## src/rtl/vdp_host_bus_bridge_pkg.sv

```systemverilog
// Shared types for the VDP host bus bridge.
//   bus_entry_t  : one queued host access (write flag, VDP port, write data)
//   cap_state_t  : chip-select capture FSM states
//   iss_state_t  : VDP request issue FSM states
// Entry fields are sized for the widest supported bridge (ADDR_W <= 8,
// DATA_W <= 32); the bridge zero-extends on push and truncates on pop.
package vdp_bus_pkg;

  localparam int unsigned ENTRY_ADDR_W = 8;
  localparam int unsigned ENTRY_DATA_W = 32;

  // Filtered pin values while in reset: strobes idle high, port select 0.
  localparam logic STROBE_RST_VAL = 1'b1;
  localparam logic MODE_RST_VAL   = 1'b0;

  typedef struct packed {
    logic                    wr;
    logic [ENTRY_ADDR_W-1:0] adr;
    logic [ENTRY_DATA_W-1:0] data;
  } bus_entry_t;

  typedef enum logic {
    IDLE,
    HELD
  } cap_state_t;

  typedef enum logic {
    ISSUE_IDLE,
    ISSUE_REQ
  } iss_state_t;

endpackage

```

## src/rtl/vdp_host_bus_bridge_if.sv

```systemverilog
// Request/acknowledge link between the host bus bridge and the VDP core.
//   req_o  : access request        wrt_o : 1 = write
//   adr_o  : VDP port              dbo_o : write data
//   dbi_i  : read data (ack cycle) ack_i : access accepted/completed
// master = bridge side, slave = VDP side.
interface vdp_host_bus_bridge_if #(
  parameter int unsigned ADDR_W = 2,
  parameter int unsigned DATA_W = 8
) ();

  logic              req_o;
  logic              wrt_o;
  logic [ADDR_W-1:0] adr_o;
  logic [DATA_W-1:0] dbo_o;
  logic [DATA_W-1:0] dbi_i;
  logic              ack_i;

  modport master (
    output req_o, wrt_o, adr_o, dbo_o,
    input  dbi_i, ack_i
  );

  modport slave (
    input  req_o, wrt_o, adr_o, dbo_o,
    output dbi_i, ack_i
  );

endinterface

```

## src/rtl/vdp_host_bus_bridge_pin_filter.sv

```systemverilog
// Two-flop synchroniser followed by an agreement filter for one raw pin.
// The filtered output only takes a new value once FILT_LEN consecutive
// synchronised samples agree.
//   clk, reset_n : clock, async active-low reset
//   i_pin        : raw asynchronous pin
//   o_pin        : synchronised, filtered pin (RST_VAL in reset)
module pin_filter #(
  parameter int unsigned FILT_LEN = 3,
  parameter logic        RST_VAL  = 1'b1
) (
  input  logic clk,
  input  logic reset_n,
  input  logic i_pin,
  output logic o_pin
);

  // bit 0 = first sync flop, bit 1 = second sync flop, above = history
  localparam int unsigned SHIFT_W = FILT_LEN + 1;

  logic [SHIFT_W-1:0] r_shift;
  logic               r_filt;
  logic               w_agree;

  // Window is the newest synchronised sample plus FILT_LEN-1 older ones.
  assign w_agree = (r_shift[FILT_LEN:1] == {FILT_LEN{r_shift[1]}});

  always_ff @(posedge clk or negedge reset_n) begin
    if (!reset_n) begin
      r_shift <= {SHIFT_W{RST_VAL}};
      r_filt  <= RST_VAL;
    end else begin
      r_shift <= {r_shift[SHIFT_W-2:0], i_pin};
      if (w_agree) begin
        r_filt <= r_shift[1];
      end
    end
  end

  assign o_pin = r_filt;

endmodule

```

## src/rtl/vdp_host_bus_bridge.sv

```systemverilog
// Host-CPU bus front end for the VDP core. Filters the host strobes and port
// select, turns each chip-select assertion into one queued access, issues
// queued accesses to the VDP over req/ack and holds read data for the host.
//   clk, reset_n   : pixel clock, async active-low reset
//   csr_n, csw_n   : raw host read/write strobes
//   mode, cd_i     : raw host port select and data bus input
//   cd_o, cd_oe    : read data to the host and bus output enable
//   vdp            : request/ack link to the VDP (master side)
//   clr_ovf        : clears the sticky overflow flag
//   overflow       : an access was dropped on a full queue
//   level          : queue occupancy
module vdp_host_bus_bridge
  import vdp_bus_pkg::*;
#(
  parameter int unsigned ADDR_W     = 2,
  parameter int unsigned DATA_W     = 8,
  parameter int unsigned FIFO_DEPTH = 4,
  parameter int unsigned FILT_LEN   = 3
) (
  input  logic                        clk,
  input  logic                        reset_n,
  input  logic                        csr_n,
  input  logic                        csw_n,
  input  logic [ADDR_W-1:0]           mode,
  input  logic [DATA_W-1:0]           cd_i,
  output logic [DATA_W-1:0]           cd_o,
  output logic                        cd_oe,
  vdp_host_bus_bridge_if.master       vdp,
  input  logic                        clr_ovf,
  output logic                        overflow,
  output logic [$clog2(FIFO_DEPTH):0] level
);

  localparam int unsigned PTR_W   = $clog2(FIFO_DEPTH);
  localparam int unsigned LEVEL_W = PTR_W + 1;

  // ---------------------------------------------------------------- pins
  logic              w_csr_f;
  logic              w_csw_f;
  logic [ADDR_W-1:0] w_mode_f;
  logic [DATA_W-1:0] r_cd_s1;
  logic [DATA_W-1:0] r_cd_s2;

  pin_filter #(.FILT_LEN(FILT_LEN), .RST_VAL(STROBE_RST_VAL)) u_csr_filt (
    .clk(clk), .reset_n(reset_n), .i_pin(csr_n), .o_pin(w_csr_f)
  );

  pin_filter #(.FILT_LEN(FILT_LEN), .RST_VAL(STROBE_RST_VAL)) u_csw_filt (
    .clk(clk), .reset_n(reset_n), .i_pin(csw_n), .o_pin(w_csw_f)
  );

  for (genvar g = 0; g < ADDR_W; g++) begin : g_mode_filt
    pin_filter #(.FILT_LEN(FILT_LEN), .RST_VAL(MODE_RST_VAL)) u_mode_filt (
      .clk(clk), .reset_n(reset_n), .i_pin(mode[g]), .o_pin(w_mode_f[g])
    );
  end

  // Data bus is only synchronised; the strobe filter delay covers settling.
  always_ff @(posedge clk or negedge reset_n) begin
    if (!reset_n) begin
      r_cd_s1 <= '0;
      r_cd_s2 <= '0;
    end else begin
      r_cd_s1 <= cd_i;
      r_cd_s2 <= r_cd_s1;
    end
  end

  // ------------------------------------------------------- capture FSM
  cap_state_t r_cap_state;
  cap_state_t w_cap_next;
  logic       w_push;
  bus_entry_t w_push_entry;

  always_ff @(posedge clk or negedge reset_n) begin
    if (!reset_n) begin
      r_cap_state <= IDLE;
    end else begin
      r_cap_state <= w_cap_next;
    end
  end

  // One push per assertion; both strobes low is treated as a bus error.
  always_comb begin
    w_cap_next = r_cap_state;
    w_push     = 1'b0;
    case (r_cap_state)
      IDLE: begin
        if (w_csr_f ^ w_csw_f) begin
          w_push     = 1'b1;
          w_cap_next = HELD;
        end else if (!w_csr_f && !w_csw_f) begin
          w_cap_next = HELD;
        end
      end
      HELD: begin
        if (w_csr_f && w_csw_f) begin
          w_cap_next = IDLE;
        end
      end
      default: w_cap_next = IDLE;
    endcase
  end

  always_comb begin
    w_push_entry      = '0;
    w_push_entry.wr   = ~w_csw_f;
    w_push_entry.adr  = ENTRY_ADDR_W'(w_mode_f);
    w_push_entry.data = w_csw_f ? '0 : ENTRY_DATA_W'(r_cd_s2);
  end

  // ---------------------------------------------------------------- FIFO
  bus_entry_t         r_mem [FIFO_DEPTH];
  logic [PTR_W-1:0]   r_wr_ptr;
  logic [PTR_W-1:0]   r_rd_ptr;
  logic [LEVEL_W-1:0] r_level;
  logic               r_overflow;
  logic               w_pop;
  logic               w_full;
  logic               w_empty;
  logic               w_drop;
  logic               w_wr_en;
  bus_entry_t         w_head;

  assign w_full  = (r_level == LEVEL_W'(FIFO_DEPTH));
  assign w_empty = (r_level == '0);
  // A pop in the same cycle frees the slot, so a full push is only lost without one.
  assign w_drop  = w_push && w_full && !w_pop;
  assign w_wr_en = w_push && !w_drop;
  assign w_head  = r_mem[r_rd_ptr];

  always_ff @(posedge clk) begin
    if (w_wr_en) begin
      r_mem[r_wr_ptr] <= w_push_entry;
    end
  end

  always_ff @(posedge clk or negedge reset_n) begin
    if (!reset_n) begin
      r_wr_ptr   <= '0;
      r_rd_ptr   <= '0;
      r_level    <= '0;
      r_overflow <= 1'b0;
    end else begin
      if (w_wr_en) begin
        r_wr_ptr <= r_wr_ptr + PTR_W'(1);
      end
      if (w_pop) begin
        r_rd_ptr <= r_rd_ptr + PTR_W'(1);
      end
      case ({w_wr_en, w_pop})
        2'b10:   r_level <= r_level + LEVEL_W'(1);
        2'b01:   r_level <= r_level - LEVEL_W'(1);
        default: r_level <= r_level;
      endcase
      if (w_drop) begin
        r_overflow <= 1'b1;
      end else if (clr_ovf) begin
        r_overflow <= 1'b0;
      end
    end
  end

  // --------------------------------------------------------- issue FSM
  iss_state_t        r_iss_state;
  iss_state_t        w_iss_next;
  logic              r_req;
  logic              r_wrt;
  logic [ADDR_W-1:0] r_adr;
  logic [DATA_W-1:0] r_dbo;
  logic [DATA_W-1:0] r_cd_o;
  logic              r_cd_oe;

  // Returning to ISSUE_IDLE on ack guarantees one idle cycle between requests.
  always_comb begin
    w_iss_next = r_iss_state;
    w_pop      = 1'b0;
    case (r_iss_state)
      ISSUE_IDLE: begin
        if (!w_empty) begin
          w_pop      = 1'b1;
          w_iss_next = ISSUE_REQ;
        end
      end
      ISSUE_REQ: begin
        if (vdp.ack_i) begin
          w_iss_next = ISSUE_IDLE;
        end
      end
      default: w_iss_next = ISSUE_IDLE;
    endcase
  end

  always_ff @(posedge clk or negedge reset_n) begin
    if (!reset_n) begin
      r_iss_state <= ISSUE_IDLE;
      r_req       <= 1'b0;
      r_wrt       <= 1'b0;
      r_adr       <= '0;
      r_dbo       <= '0;
      r_cd_o      <= '0;
      r_cd_oe     <= 1'b0;
    end else begin
      r_iss_state <= w_iss_next;
      r_cd_oe     <= ~w_csr_f;
      if (w_pop) begin
        r_req <= 1'b1;
        r_wrt <= w_head.wr;
        r_adr <= ADDR_W'(w_head.adr);
        r_dbo <= DATA_W'(w_head.data);
      end else if ((r_iss_state == ISSUE_REQ) && vdp.ack_i) begin
        r_req <= 1'b0;
        if (!r_wrt) begin
          r_cd_o <= vdp.dbi_i;
        end
      end
    end
  end

  assign vdp.req_o = r_req;
  assign vdp.wrt_o = r_wrt;
  assign vdp.adr_o = r_adr;
  assign vdp.dbo_o = r_dbo;
  assign cd_o      = r_cd_o;
  assign cd_oe     = r_cd_oe;
  assign overflow  = r_overflow;
  assign level     = r_level;

endmodule

```

## src/flat_wrapper.sv

```systemverilog
// flat-port wrapper written by rule: the top's interface ports become plain ports
module vdp_host_bus_bridge_flat import vdp_bus_pkg::*;
#(
  parameter int unsigned ADDR_W     = 2,
  parameter int unsigned DATA_W     = 8,
  parameter int unsigned FIFO_DEPTH = 4,
  parameter int unsigned FILT_LEN   = 3
)
  (clk, reset_n, csr_n, csw_n, mode, cd_i, cd_o, cd_oe, clr_ovf, overflow, level, vdp_req_o, vdp_wrt_o, vdp_adr_o, vdp_dbo_o, vdp_dbi_i, vdp_ack_i);
  vdp_host_bus_bridge_if #(.ADDR_W(ADDR_W), .DATA_W(DATA_W)) vdp_i ();
  input  logic clk;
  input  logic reset_n;
  input  logic csr_n;
  input  logic csw_n;
  input  logic [ADDR_W-1:0] mode;
  input  logic [DATA_W-1:0] cd_i;
  output logic [DATA_W-1:0] cd_o;
  output logic cd_oe;
  input  logic clr_ovf;
  output logic overflow;
  output logic [$clog2(FIFO_DEPTH):0] level;
  output wire logic [$bits(vdp_i.req_o)-1:0] vdp_req_o;
  output wire logic [$bits(vdp_i.wrt_o)-1:0] vdp_wrt_o;
  output wire logic [$bits(vdp_i.adr_o)-1:0] vdp_adr_o;
  output wire logic [$bits(vdp_i.dbo_o)-1:0] vdp_dbo_o;
  input wire logic [$bits(vdp_i.dbi_i)-1:0] vdp_dbi_i;
  input wire logic [$bits(vdp_i.ack_i)-1:0] vdp_ack_i;
  assign vdp_req_o = vdp_i.req_o;
  assign vdp_wrt_o = vdp_i.wrt_o;
  assign vdp_adr_o = vdp_i.adr_o;
  assign vdp_dbo_o = vdp_i.dbo_o;
  assign vdp_i.dbi_i = vdp_dbi_i;
  assign vdp_i.ack_i = vdp_ack_i;
  vdp_host_bus_bridge #(.ADDR_W(ADDR_W), .DATA_W(DATA_W), .FIFO_DEPTH(FIFO_DEPTH), .FILT_LEN(FILT_LEN)) u_core (.clk(clk), .reset_n(reset_n), .csr_n(csr_n), .csw_n(csw_n), .mode(mode), .cd_i(cd_i), .cd_o(cd_o), .cd_oe(cd_oe), .vdp(vdp_i), .clr_ovf(clr_ovf), .overflow(overflow), .level(level));
endmodule
```

## config.mk

```make
export PLATFORM = sky130hd
export DESIGN_NAME = vdp_host_bus_bridge_flat
export DESIGN_NICKNAME = d
export VERILOG_FILES = /design/src/rtl/vdp_host_bus_bridge_pkg.sv /design/src/rtl/vdp_host_bus_bridge_if.sv /design/src/rtl/vdp_host_bus_bridge_pin_filter.sv /design/src/rtl/vdp_host_bus_bridge.sv /design/src/flat_wrapper.sv
export SDC_FILE = /design/constraint.sdc
export NUM_CORES = 1
export LEC_CHECK = 0
export ABC_AREA = 1
export CORE_AREA = 2 2 87 130
export CTS_BUF_LIST = sky130_fd_sc_hd__clkbuf_8
export CTS_CLUSTER_DIAMETER = 80
export DETAILED_ROUTE_END_ITERATION = 7
export DIE_AREA = 0 0 89 132
export PLACE_DENSITY = 0.65
export SKIP_CTS_REPAIR_TIMING = 1
export SLEW_MARGIN = 15
export SYNTH_ARGS = -nofsm -noshare
export SYNTH_HDL_FRONTEND = slang
export SYNTH_HIERARCHICAL = 1
export SYNTH_SLANG_ARGS = --single-unit
export TNS_END_PERCENT = 50
```

## constraint.sdc

```tcl
create_clock -name clk -period 1.8 [get_ports clk]
set_input_delay 0.36 -clock clk [delete_from_list [all_inputs] [get_ports clk]]
set_output_delay 0.36 -clock clk [all_outputs]
set_load 0.05 [all_outputs]
```

# [Word-level counts from Yosys, hierarchy flattened]
# Memories as Yosys holds them, arrays and structs flattened. A register that Yosys moved wholly into a read port is not among the register bits.
# Index checks and enable logic that the tools add are counted.
# Widths: inputs -> output; s select.
[totals] out_inout_bits=25 ram_bits=44 wordCells=72 mem_count=1 in_bits=24 register_bits=56
[memory_table] memory="u_core.r_mem" depth=4 width=11 read_ports=1 rd_ports_with_merged_regs=1 wr=1 line_no="vdp_host_bus_bridge.sv:113" source="bus_entry_t r_mem [FIFO_DEPTH];"
[op_classes] n_mux=18 n_addsub=4 n_reduce_logical=16 bitwise_logic=7 n_eq_ne=7
[ops] cell="$mux 1" n=14
[ops] cell="$eq 2x2->1" n=4
[ops] cell="$mux 8" n=1
[ops] cell="$logic_and 1x1->1" n=6
[ops] cell="$not 1->1" n=6
[ops] cell="$pmux 3 s2" n=1
[ops] cell="$reduce_bool 2->1" n=3
[ops] cell="$logic_not 1->1" n=5
[ops] cell="$add 2x1->2 const B" n=2
[ops] cell="$pmux 1 s2" n=2
[ops] cell="$add 3x1->3 const B" n=1
[ops] cell="$eq 3x3->1 const B" n=1
[ops] cell="$logic_not 3->1" n=1
[ops] cell="$reduce_and 3->1" n=1
[ops] cell="$sub 3x1->3 const B" n=1
[ops] cell="$eq 2x1->1 const B" n=1
[ops] cell="$eq 2x2->1 const B" n=1
[ops] cell="$xor 1x1->1" n=1

# [Logic depth before layout (Yosys ltp)]
# Gate-level depths: netlist of run 1.
[logic_depth] ltp_word=9 ltp_mapped=9 mapped_depth_nobuf=9

# [Cells and area by module]
# The synthesis of run 1 kept the hierarchy.
[by_module_without_submodules] module="vdp_host_bus_bridge" cells_each=297 seq_area_each_um2=2497.4 area_per_inst_um2=3503.4 instances=1
[by_module_without_submodules] module="pin_filter at u_core.u_csr_filt ..." cells_each=13 seq_area_each_um2=131.4 area_per_inst_um2=162.7 instances=2
[by_module_without_submodules] module="pin_filter at u_core.g_mode_filt[0].u_mode_filt ..." cells_each=13 seq_area_each_um2=125.1 area_per_inst_um2=156.4 instances=2

# [Worst setup path before layout of run 1]
# OpenSTA, ideal clock, no wires.
[synth_timing] path_type="reg-to-reg" from="reg u_core.r_level[0], in the netlist u_core/level[0]" to="mem u_core/r_mem[0][0] (netlist bit) (enable)" synth_period_minus_slack_ns=2.018 arrival_time_ns=1.639 setup_time_ns=0.378 path_stages_with_launch=5 path_slack_ns=-0.218 t_required_ns=1.422 n_path_buf=0 cell_sequence="dfrtp_1 nor2_4 a21oi_2 inv_1 nor2_1"
[synth_via] elab_chain_cells=9 word_cells_on_any_way=11 cone_classes="eq/ne: 1; mux: 4; reduce/logical: 6"
[synth_rtl] item="from (decl)" line_no="vdp_host_bus_bridge.sv:116" source="logic [LEVEL_W-1:0] r_level;"
[synth_rtl] item="from (signal assigned)" line_no="vdp_host_bus_bridge.sv:152" source="2'b10: r_level <= r_level + LEVEL_W'(1);"
[synth_rtl] item="from (signal assigned)" line_no="vdp_host_bus_bridge.sv:153" source="2'b01: r_level <= r_level - LEVEL_W'(1);"
[synth_rtl] item="from (signal assigned)" line_no="vdp_host_bus_bridge.sv:154" source="default: r_level <= r_level;"
[synth_rtl] item="$logic_not 3->1" line_no="vdp_host_bus_bridge.sv:126" source="assign w_empty = (r_level == '0);"
[synth_rtl] item="$mux 1" line_no="vdp_host_bus_bridge.sv:180" source="if (!w_empty) begin"
[synth_rtl] item="$mux 1" line_no="vdp_host_bus_bridge.sv:178" source="case (r_iss_state)"
[synth_rtl] item="$logic_not 1->1" line_no="vdp_host_bus_bridge.sv:128" source="assign w_drop = w_push && w_full && !w_pop;"
[synth_rtl] item="$logic_and 1x1->1 (*)" line_no="vdp_host_bus_bridge.sv:128"
[synth_rtl] item="$logic_not 1->1 (*)" line_no="vdp_host_bus_bridge.sv:129" source="assign w_wr_en = w_push && !w_drop;"
[synth_rtl] item="$logic_and 1x1->1 (*)" line_no="vdp_host_bus_bridge.sv:129"
[synth_rtl] item="$mux 1 (*)" line_no="vdp_host_bus_bridge.sv:133" source="if (w_wr_en) begin"
[synth_rtl] item="$mux 1 (not written as such) (*)" line_no="vdp_host_bus_bridge.sv:134" source="r_mem[r_wr_ptr] <= w_push_entry;"
[synth_rtl] item="to (decl)" line_no="vdp_host_bus_bridge.sv:113"
# Every way passes the cells marked *; elsewhere a longest branch is shown, timed or not.

# [Worst setup path after layout of run 1]
[layout_timing] from="reg u_core.u_csr_filt.r_filt, in the netlist u_core/u_csr_filt/o_pin" to="mem u_core/r_mem[3][0] (netlist bit) (enable)"
[layout_via] elab_chain_cells=9
[layout_rtl] item="from (decl)" line_no="vdp_host_bus_bridge_pin_filter.sv:21" source="logic r_filt;"
[layout_rtl] item="from (signal assigned)" line_no="vdp_host_bus_bridge_pin_filter.sv:34" source="r_filt <= r_shift[1];"
[layout_rtl] item="$xor 1x1->1 (*)" line_no="vdp_host_bus_bridge.sv:89" source="if (w_csr_f ^ w_csw_f) begin"
[layout_rtl] item="$mux 1 (*)" line_no="vdp_host_bus_bridge.sv:89"
[layout_rtl] item="$mux 1 (*)" line_no="vdp_host_bus_bridge.sv:87" source="case (r_cap_state)"
[layout_rtl] item="$logic_and 1x1->1 (2 in series)" line_no="vdp_host_bus_bridge.sv:128"
[layout_rtl] item="$logic_not 1->1" line_no="vdp_host_bus_bridge.sv:129"
[layout_rtl] item="$logic_and 1x1->1 (*)" line_no="vdp_host_bus_bridge.sv:129"
[layout_rtl] item="$mux 1 (*)" line_no="vdp_host_bus_bridge.sv:133"
[layout_rtl] item="$mux 1 (not written as such) (*)" line_no="vdp_host_bus_bridge.sv:134"
# Marked as above.

==> results.txt, run 1 <==
Slew HR -> 74.65%
Area after DPL -> 4833 sq um
Port-buffer cells -> 48
CP required -> 1880 ps
Crit path time final -> 1728 ps
Fin crit share -> 96.00%
Worst min-delay path endpoint -> u_core/r_cd_s2[3]
Starting Density -> 39.11%
Hold WS -> 353.7 ps
Max-slew violations -> 0
Cell area after synthesis -> 4141 sq um
Pre-antenna DRT Iters -> 4
Largest net degree at the start of global routing -> 68
WP data arrival -> 1810 ps
Worst-Skew Late Latency -> 370 ps
DR vias/cell -> 4.499
Total clock buffers created by CTS -> 9
Share of layout cells above drive strength 1 -> 19.52%
Fmax -> 0.5787 GHz
Syn Area/Cell -> 11.87 sq um
Grt total ovfl -> 0
Max FO, Critical Path -> 11
Worst ir drop on vdd -> 537.3 uV
Number of max-cap violations -> 0
Place WS -> -17.71 ps
Finished layout cell area -> 5066 sq um
Synth-to-layout area growth -> 22.33%
WL final -> 6.987 mm
Final hold violations -> 0
Worst setup path category -> reg2reg
Post-route ant nets -> 0
CP Launch Type -> flip-flop
Die Wd -> 89 microns
# fillers -> 999
Status -> finished, final reports clean
Drt wl/cell -> 12.50 microns
I/O pins -> 49
Final Util -> 47.84%
Post-DP HPWL -> 4.737 mm
Global-route wire length before repair -> 11.65 mm
Tot GR Track Use -> 12.80%
Placer Congestion -> 0.8407
Die area -> 11,750 sq um
Number of synthesis warnings -> 6
Worst Reg-to-Reg Cells -> 7
FF-to-FF End -> u_core/r_mem[3][0]
Hold WC Path Type -> reg2reg
H-tree levels -> 3
Row cnt -> 46
Total number of vias -> 2,515
Die H -> 132 microns
Clk sinks -> 111
CP Capture Type -> flip-flop
Clk buf depth -> 2
Hold Crit Start -> u_core/r_cd_s1[3]
DRC -> 0
Vias in the first global route -> 2,439
Seq cells post-synth -> 111
Leak -> 0.002202 uW
Non-filler cells, final -> 559
Worst-margin pin slew -> 378.8 ps
Endpoints failing setup -> 0
# diodes -> 0
Reg-to-Reg Start -> u_core/u_csr_filt/o_pin
Nets -> 440
Pwr Density -> 1594 nW/um^2
Placed insts -> 542
Worst hold path depth -> 0
Initial antenna violation count -> 0
CTS clk-pin slew, worst paths -> 90 ps
Netlist cell types -> 25
Synth Instances -> 349
Final WS setup -> 72.06 ps
Commonest cells after routing, fill and taps aside -> nor2_1 (68), dfrtp_1 (55), edfxtp_1 (44)
Syn_nets -> 379
Drt initial violations -> 126
Core Footprint -> 10,590 sq um
Final Skew -> 15.74 ps
Post-synthesis sequential area ratio -> 72.69%
R2R setup slack -> 70 ps
CTS tree -> done
Commonest non-fill, non-tap cell in the layout -> nor2_1
Clock root buffer -> clkbuf_8
==> critical path, cell delays in order (launching register included) <==
cell and delay, ps:
dfstp_2 580, ha_4 150, nand2_4 50, buf_4 140, a21oi_2 130, inv_2 80, nor2_2 150, buf_12 160
==> layout make-up <==
class	count	area, sq um	area share, %
sequential	111	3013	59.47
multi-input combinational	184	953.4	18.82
timing repair buffer	59	560.5	11.06
tap	144	180.2	3.556
inverter	45	171.4	3.384
clock buffer	9	123.9	2.445
clock inverter	7	63.81	1.260
==> through the flow <==
stage	total power [uW]	TNS, ps
3_3_place_gp	6575	0
2_1_floorplan	5777	-9.284
4_1_cts	8114	-44.28
6_report	8073	0
3_5_place_dp	6673	-17.71
5_1_grt	8609	-119.8
==> layer usage <==
layer / vias to the layer above / part of all wire [%] / track usage (%)
li1: 1242 / - / -
met1: 1203 / 41 / 15.28
met2: 59 / 53 / 21.27
met3: 11 / 4.0 / 3.319
met4: 0 / 2.0 / 5.804
met5: - / 0 / 0
==> worst max-delay path by stage <==
stage / start / cells past startpoint / endpoint / slack, ps
finish: u_core/u_csr_filt/o_pin / 7 / u_core/r_mem[3][0] / 70
global route: u_core/u_csr_filt/o_pin / 7 / u_core/r_mem[3][0] / -10
CTS: u_core/u_csr_filt/o_pin / 9 / u_core/level[2] / -40
detailed placement: u_core/u_csr_filt/o_pin / 8 / u_core/level[2] / -20
global placement: u_core/u_csr_filt/o_pin / 8 / u_core/level[2] / 50
floorplan: u_core/level[2] / 9 / u_core/level[2] / -9
==> synth_stat cells (all sizes together) <==
master  count  area share, %
ha          5            1.5
edfxtp     44             32
clkinv      1          0.091
dfrtp      57             34
nand3      19            2.3
a21oi       1           0.21
clkbuf      4           0.36
fa          1           0.48
xor2        3           0.63
nand2      41            4.3
o21ai      26            3.1
inv        44            4.0
buf         5           0.88
dfstp      10            6.3
nor2       77            7.7
a31oi      11            1.7
==> registers in the layout, summed over array words and instances, names as in the netlist, 2 cells and up <==
register,count
u_core/r_mem,44
u_core/cd_o,8
u_core/g_mode_filt.u_mode_filt/r_shift,8
u_core/r_cd_s1,8
u_core/r_cd_s2,8
u_core/vdp.dbo_o,8
u_core/u_csr_filt/r_shift,4
u_core/u_csw_filt/r_shift,4
u_core/level,3
u_core/g_mode_filt.u_mode_filt/o_pin,2
u_core/r_rd_ptr,2
u_core/r_wr_ptr,2
u_core/vdp.adr_o,2
==> cells by family (layout without fill, tap and decap cells) <==
| logic type | after synthesis | count (layout) | synth area share, % |
|---|---|---|---|
| simple gates | 137 | 137 | 14.29 |
| flops | 111 | 111 | 72.69 |
| buf+inv | 54 | 120 | 5.377 |
| compound gates | 38 | 38 | 5.015 |
| fa+ha+maj | 6 | 6 | 1.994 |
| xor+xnor | 3 | 3 | 0.6346 |
==> power by group <==
group	switching [uW]	leakage (uW)	total, uW	internal (uW)
Combinational	2230	0.000931	3260	1030
Sequential	280	0.00117	3400	3120
Clock	784	0.0000999	1420	635
(Power assumes the default switching activity.)
==> run 2, diff against run 1 <==
--- a/config.mk
+++ b/config.mk
@@ -12,6 +12,7 @@
 export DETAILED_ROUTE_END_ITERATION = 7
 export DIE_AREA = 0 0 89 132
 export PLACE_DENSITY = 0.65
+export REMOVE_ABC_BUFFERS = 1
 export SKIP_CTS_REPAIR_TIMING = 1
 export SLEW_MARGIN = 15
 export SYNTH_ARGS = -nofsm -noshare
==> run 2 against run 1 <==
The flow now finishes with violations (hold timing). Via count down 0.16%. Wire length is 4.4% higher. Critical endpoint is now u_core/level[1]. Core utilization is 0.60 points lower. Critical path type unchanged. Critical path depth stayed put. Largest power group unchanged. Largest cell class unchanged. Total power decreased by 0.83%.
==> results.txt, run 2 (synthesis results as in run 1) <==
Port-buffer cells -> 48
Core Footprint -> 10,590 sq um
Row cnt -> 46
Max-slew violations -> 0
Largest net degree at the start of global routing -> 68
DRC -> 0
WP data arrival -> 2000 ps
Slew HR -> 75.84%
Post-route ant nets -> 0
Endpoints failing setup -> 0
Pwr Density -> 1601 nW/um^2
Final Util -> 47.24%
CP required -> 2050 ps
Commonest non-fill, non-tap cell in the layout -> nor2_1
Vias in the first global route -> 2,573
Initial antenna violation count -> 0
R2R setup slack -> 50 ps
Hold WS -> -18.44 ps
Total clock buffers created by CTS -> 9
Share of layout cells above drive strength 1 -> 19.04%
Tot GR Track Use -> 13.66%
Status -> finished with violations
Clk sinks -> 111
Clock root buffer -> clkbuf_8
Place WS -> -29.57 ps
Total number of vias -> 2,511
Die Wd -> 89 microns
Number of max-cap violations -> 0
Post-DP HPWL -> 4.889 mm
Clk buf depth -> 2
Leak -> 0.002199 uW
Biggest register -> u_core/r_mem
Final WS setup -> 54.88 ps
Commonest cells after routing, fill and taps aside -> nor2_1 (72), dfrtp_1 (57), edfxtp_1 (44)
CTS clk-pin slew, worst paths -> 90 ps
H-tree levels -> 3
Worst setup path category -> reg2reg
Grt total ovfl -> 0
Die area -> 11,750 sq um
Global-route wire length before repair -> 12.15 mm
DR vias/cell -> 4.492
Nets -> 440
Starting Density -> 39.11%
CP Launch Type -> flip-flop
Worst ir drop on vdd -> 542.0 uV
Final Skew -> 10.89 ps
Worst Reg-to-Reg Cells -> 7
Failing checks -> hold timing
Critical Path Source -> u_core/u_csr_filt/o_pin
Max FO, Critical Path -> 3
Fmax -> 0.5730 GHz
Worst-Skew Late Latency -> 360 ps
WL final -> 7.291 mm
Non-filler cells, final -> 559
Worst-margin pin slew -> 362.4 ps
Placed insts -> 542
Final hold violations -> 14
CTS tree -> done
Drt initial violations -> 131
FF-to-FF End -> u_core/level[1]
Crit path cell chain -> ha_4 > nand2_4 > nand3_4 > fa_2 > inv_1 > nand2_1 > o21ai_1
Synth-to-layout area growth -> 20.79%
Crit path time final -> 1745 ps
Reg-to-Reg Start -> u_core/u_csr_filt/o_pin
Fin crit share -> 96.95%
Die H -> 132 microns
Placer Congestion -> 0.8227
CP endpoint -> u_core/level[1]
Hold WC Path Type -> in2async
Drt wl/cell -> 13.04 microns
CP Capture Type -> flip-flop
Max reg flops -> 44
# fillers -> 988
Worst path max stage delay -> 580 ps
I/O pins -> 49
# diodes -> 0
CP max-delay cell -> dfstp_2
Pre-antenna DRT Iters -> 5
## run 2: changes by cell type in the layout (fill, tap and decap cells not counted), sizes merged
cell / before / now
buf: 36 / 37
bufinv: 1 / 0
clkbuf: 9 / 11
clkinv: 5 / 3
dlygate4sd3: 1 / 0
inv: 46 / 47
## run 2: how the worst min path moves through the flow
stage / slack, ps / depth (start not counted) / startpoint / end
finish: -20 / 2 / reset_n / u_core/r_cd_s1[5]
global route: 8 / 2 / reset_n / u_core/r_cd_s1[5]
CTS: -2 / 2 / reset_n / u_core/r_cd_s1[5]
detailed placement: 330 / 0 / u_core/r_cd_s1[4] / u_core/r_cd_s2[4]
global placement: 330 / 0 / u_core/r_cd_s1[7] / u_core/r_cd_s2[7]
floorplan: 60 / 0 / reset_n / u_core/cd_o[0]
## run 2: power breakdown
part           switching (uW)  internal, uW  total (uW)
clock                     752           566        1320
combinational            2280          1020        3300
sequential                273          3110        3390
total                    3300          4700        8010
## run 2: metrics by stage
step           total power [uW]  TNS, ps  hold WS, ps  instance area (sq um)
2_1_floorplan              5651    -9674        64.41                   4090
3_3_place_gp               6581        0        332.3                   4771
3_5_place_dp               6684   -29.57        334.7                   4771
4_1_cts                    8024   -59.76       -2.058                   4946
5_1_grt                    8547   -52.43        8.184                   5002
6_report                   8007        0       -18.44                   5002
## run 2: metal layers
metal / routed length (microns) / share of wire [%] / GRT usage [%] / vias up
met2: 3998 / 55 / 24.05 / 38
met3: 263 / 3.6 / 3.569 / 13
met5: 0 / 0 / 0 / -
met1: 2849 / 39 / 15.30 / 1219
li1: - / - / - / 1241
met4: 180 / 2.5 / 5.473 / 0
## run 2: critical path: cells and delay by family (launching register included)
family          cells  cell delay [ps]
compound gates      1               60
flops               1              580
buf+inv             1               50
fa+ha+maj           2              760
simple gates        3              200
## run 2: cell type report
class	instances	area, sq um	area share, %
well taps	144	180.2	3.602
clock inverters	5	23.77	0.4752
inverters	45	171.4	3.427
clock buffers	11	151.4	3.027
flip-flops and latches	111	3010	60.18
repair buffers	59	511.7	10.23
multi-input cells	184	953.4	19.06
==> run 3, diff against run 2 <==
--- a/config.mk
+++ b/config.mk
@@ -11,6 +11,7 @@
 export CTS_CLUSTER_DIAMETER = 80
 export DETAILED_ROUTE_END_ITERATION = 7
 export DIE_AREA = 0 0 89 132
+export MAX_ROUTING_LAYER = met4
 export PLACE_DENSITY = 0.65
 export REMOVE_ABC_BUFFERS = 1
 export SKIP_CTS_REPAIR_TIMING = 1
==> run 3 against run 2 <==
The flow still finishes with violations (hold timing). Sequential share of layout area increased by 0.12 points. Clock-buffer cell count unchanged. Register-to-register slack about the same. Worst hold slack got worse by 2.7 ps. Cell count unchanged. Non-clock buffer count unchanged. Highest routed layer unchanged.
==> results.txt, run 3 (synthesis results as in run 1) <==
Final hold violations -> 15
Delay-heaviest family, CP -> adder cells
Final Skew -> 11.02 ps
Die H -> 132 microns
Starting Density -> 39.11%
Drt wl/cell -> 13.01 microns
Die area -> 11,750 sq um
DR vias/cell -> 4.519
Placer Congestion -> 0.8351
Endpoints failing setup -> 0
Crit path cell chain -> ha_4 > nand2_4 > nand3_4 > fa_2 > nand3_1 > nand3_1 > nand2_1 > inv_1
Worst Reg-to-Reg Cells -> 8
Pwr Density -> 1601 nW/um^2
Initial antenna violation count -> 0
Bufs and invs on worst path -> 1
Leak -> 0.002196 uW
P_int -> 4697 uW
Share of layout cells above drive strength 1 -> 18.55%
Worst-Skew Late Latency -> 360 ps
Biggest register -> u_core/r_mem
WL final -> 7.272 mm
Worst path max stage delay -> 570 ps
CP required -> 2070 ps
Number of max-cap violations -> 0
CTS tree -> done
Crit path time final -> 1756 ps
Global-route wire length before repair -> 12.13 mm
Reg-to-Reg Start -> u_core/u_csr_filt/o_pin
Commonest non-fill, non-tap cell in the layout -> nor2_1
WP data arrival -> 2020 ps
Gate power share -> 41.1%
# fillers -> 991
DRC -> 0
Largest net degree at the start of global routing -> 68
FF-to-FF End -> u_core/level[2]
Placed insts -> 542
Die Wd -> 89 microns
Slew HR -> 75.74%
Post-route ant nets -> 0
Clk sinks -> 111
Total power -> 7992 uW
Max-slew violations -> 0
Commonest cells after routing, fill and taps aside -> nor2_1 (72), dfrtp_1 (57), edfxtp_1 (44)
Port-buffer cells -> 48
Failing checks -> hold timing
H-tree levels -> 3
TNS Setup -> 0 ps
Row cnt -> 46
Fin crit share -> 97.55%
CTS clk-pin slew, worst paths -> 90 ps
Total number of vias -> 2,526
Synth-to-layout area growth -> 20.54%
# diodes -> 0
Worst setup path category -> reg2reg
Clock network fraction of total power -> 16.6%
Seq pwr share -> 42.4%
Tot GR Track Use -> 14.04%
Drt initial violations -> 103
P_sw -> 3295 uW
CP max-delay cell -> dfstp_2
RSZ-0062 raised after global routing -> yes
Core Footprint -> 10,590 sq um
CP dominant cell by count -> nand3_1
Max FO, Critical Path -> 3
Post-DP HPWL -> 4.889 mm
CP Launch Type -> flip-flop
Sw Share -> 41.23%
Clock root buffer -> clkbuf_8
Vias in the first global route -> 2,580
CP Capture Type -> flip-flop
Final Util -> 47.14%
Status -> finished with violations
Total clock buffers created by CTS -> 9
Hold WS -> -21.15 ps
R2R setup slack -> 40 ps
Hold WC Path Type -> in2async
Max reg flops -> 44
Non-filler cells, final -> 559
Clk buf depth -> 2
Grt total ovfl -> 0
I/O pins -> 49
Worst ir drop on vdd -> 507.7 uV
Fmax -> 0.5695 GHz
Pre-antenna DRT Iters -> 5
Nets -> 440
Worst-margin pin slew -> 363.9 ps
run 3: cell types whose count changed in the layout (fill, tap and decap cells not counted):
cell     previous run  this run
nand3_2             2         0
nand3_1            16        18
run 3: layer usage:
metal  share of wire, %  GRT usage, %
met5                  0             -
met4                2.5         5.473
met3                3.6         3.569
met2                 55         24.05
met1                 39         15.26
run 3: per-stage QoR:
step / setup WS (ps) / instance area [sq um]
final: 44.08 / 4992
after global placement: 51.27 / 4771
after global routing: -16.91 / 4992
after floorplan: -217.7 / 4090
after CTS: -57.34 / 4946
after detailed placement: -29.57 / 4771
run 3: layout make-up:
class	instances	area [sq um]	share of cell area [%]
clock buffer	11	151.4	3.033
clock inverter	5	23.77	0.4762
inverter	45	171.4	3.434
multi-input combinational	184	943.4	18.90
sequential	111	3010	60.30
tap	144	180.2	3.609
timing repair buffer	59	511.7	10.25
run 3: worst max-delay path by stage:
stage	slack (ps)	from	cells after the start	end
floorplan	-220	u_core/level[0]	4	u_core/r_mem[0][0]
global placement	50	u_core/u_csr_filt/o_pin	8	u_core/level[2]
detailed placement	-30	u_core/u_csr_filt/o_pin	9	u_core/level[2]
CTS	-60	u_core/u_csr_filt/o_pin	9	u_core/level[2]
global route	-20	u_core/u_csr_filt/o_pin	9	u_core/level[2]
finish	40	u_core/u_csr_filt/o_pin	8	u_core/level[2]
run 3: power by group through the flow:
stage	logic (uW)	registers (uW)	clock network [uW]
after floorplan	1270	4380	0
after global placement	3150	3430	0
after detailed placement	3240	3440	0
after CTS	3250	3390	1380
after global routing	3600	3440	1490
final	3280	3390	1320
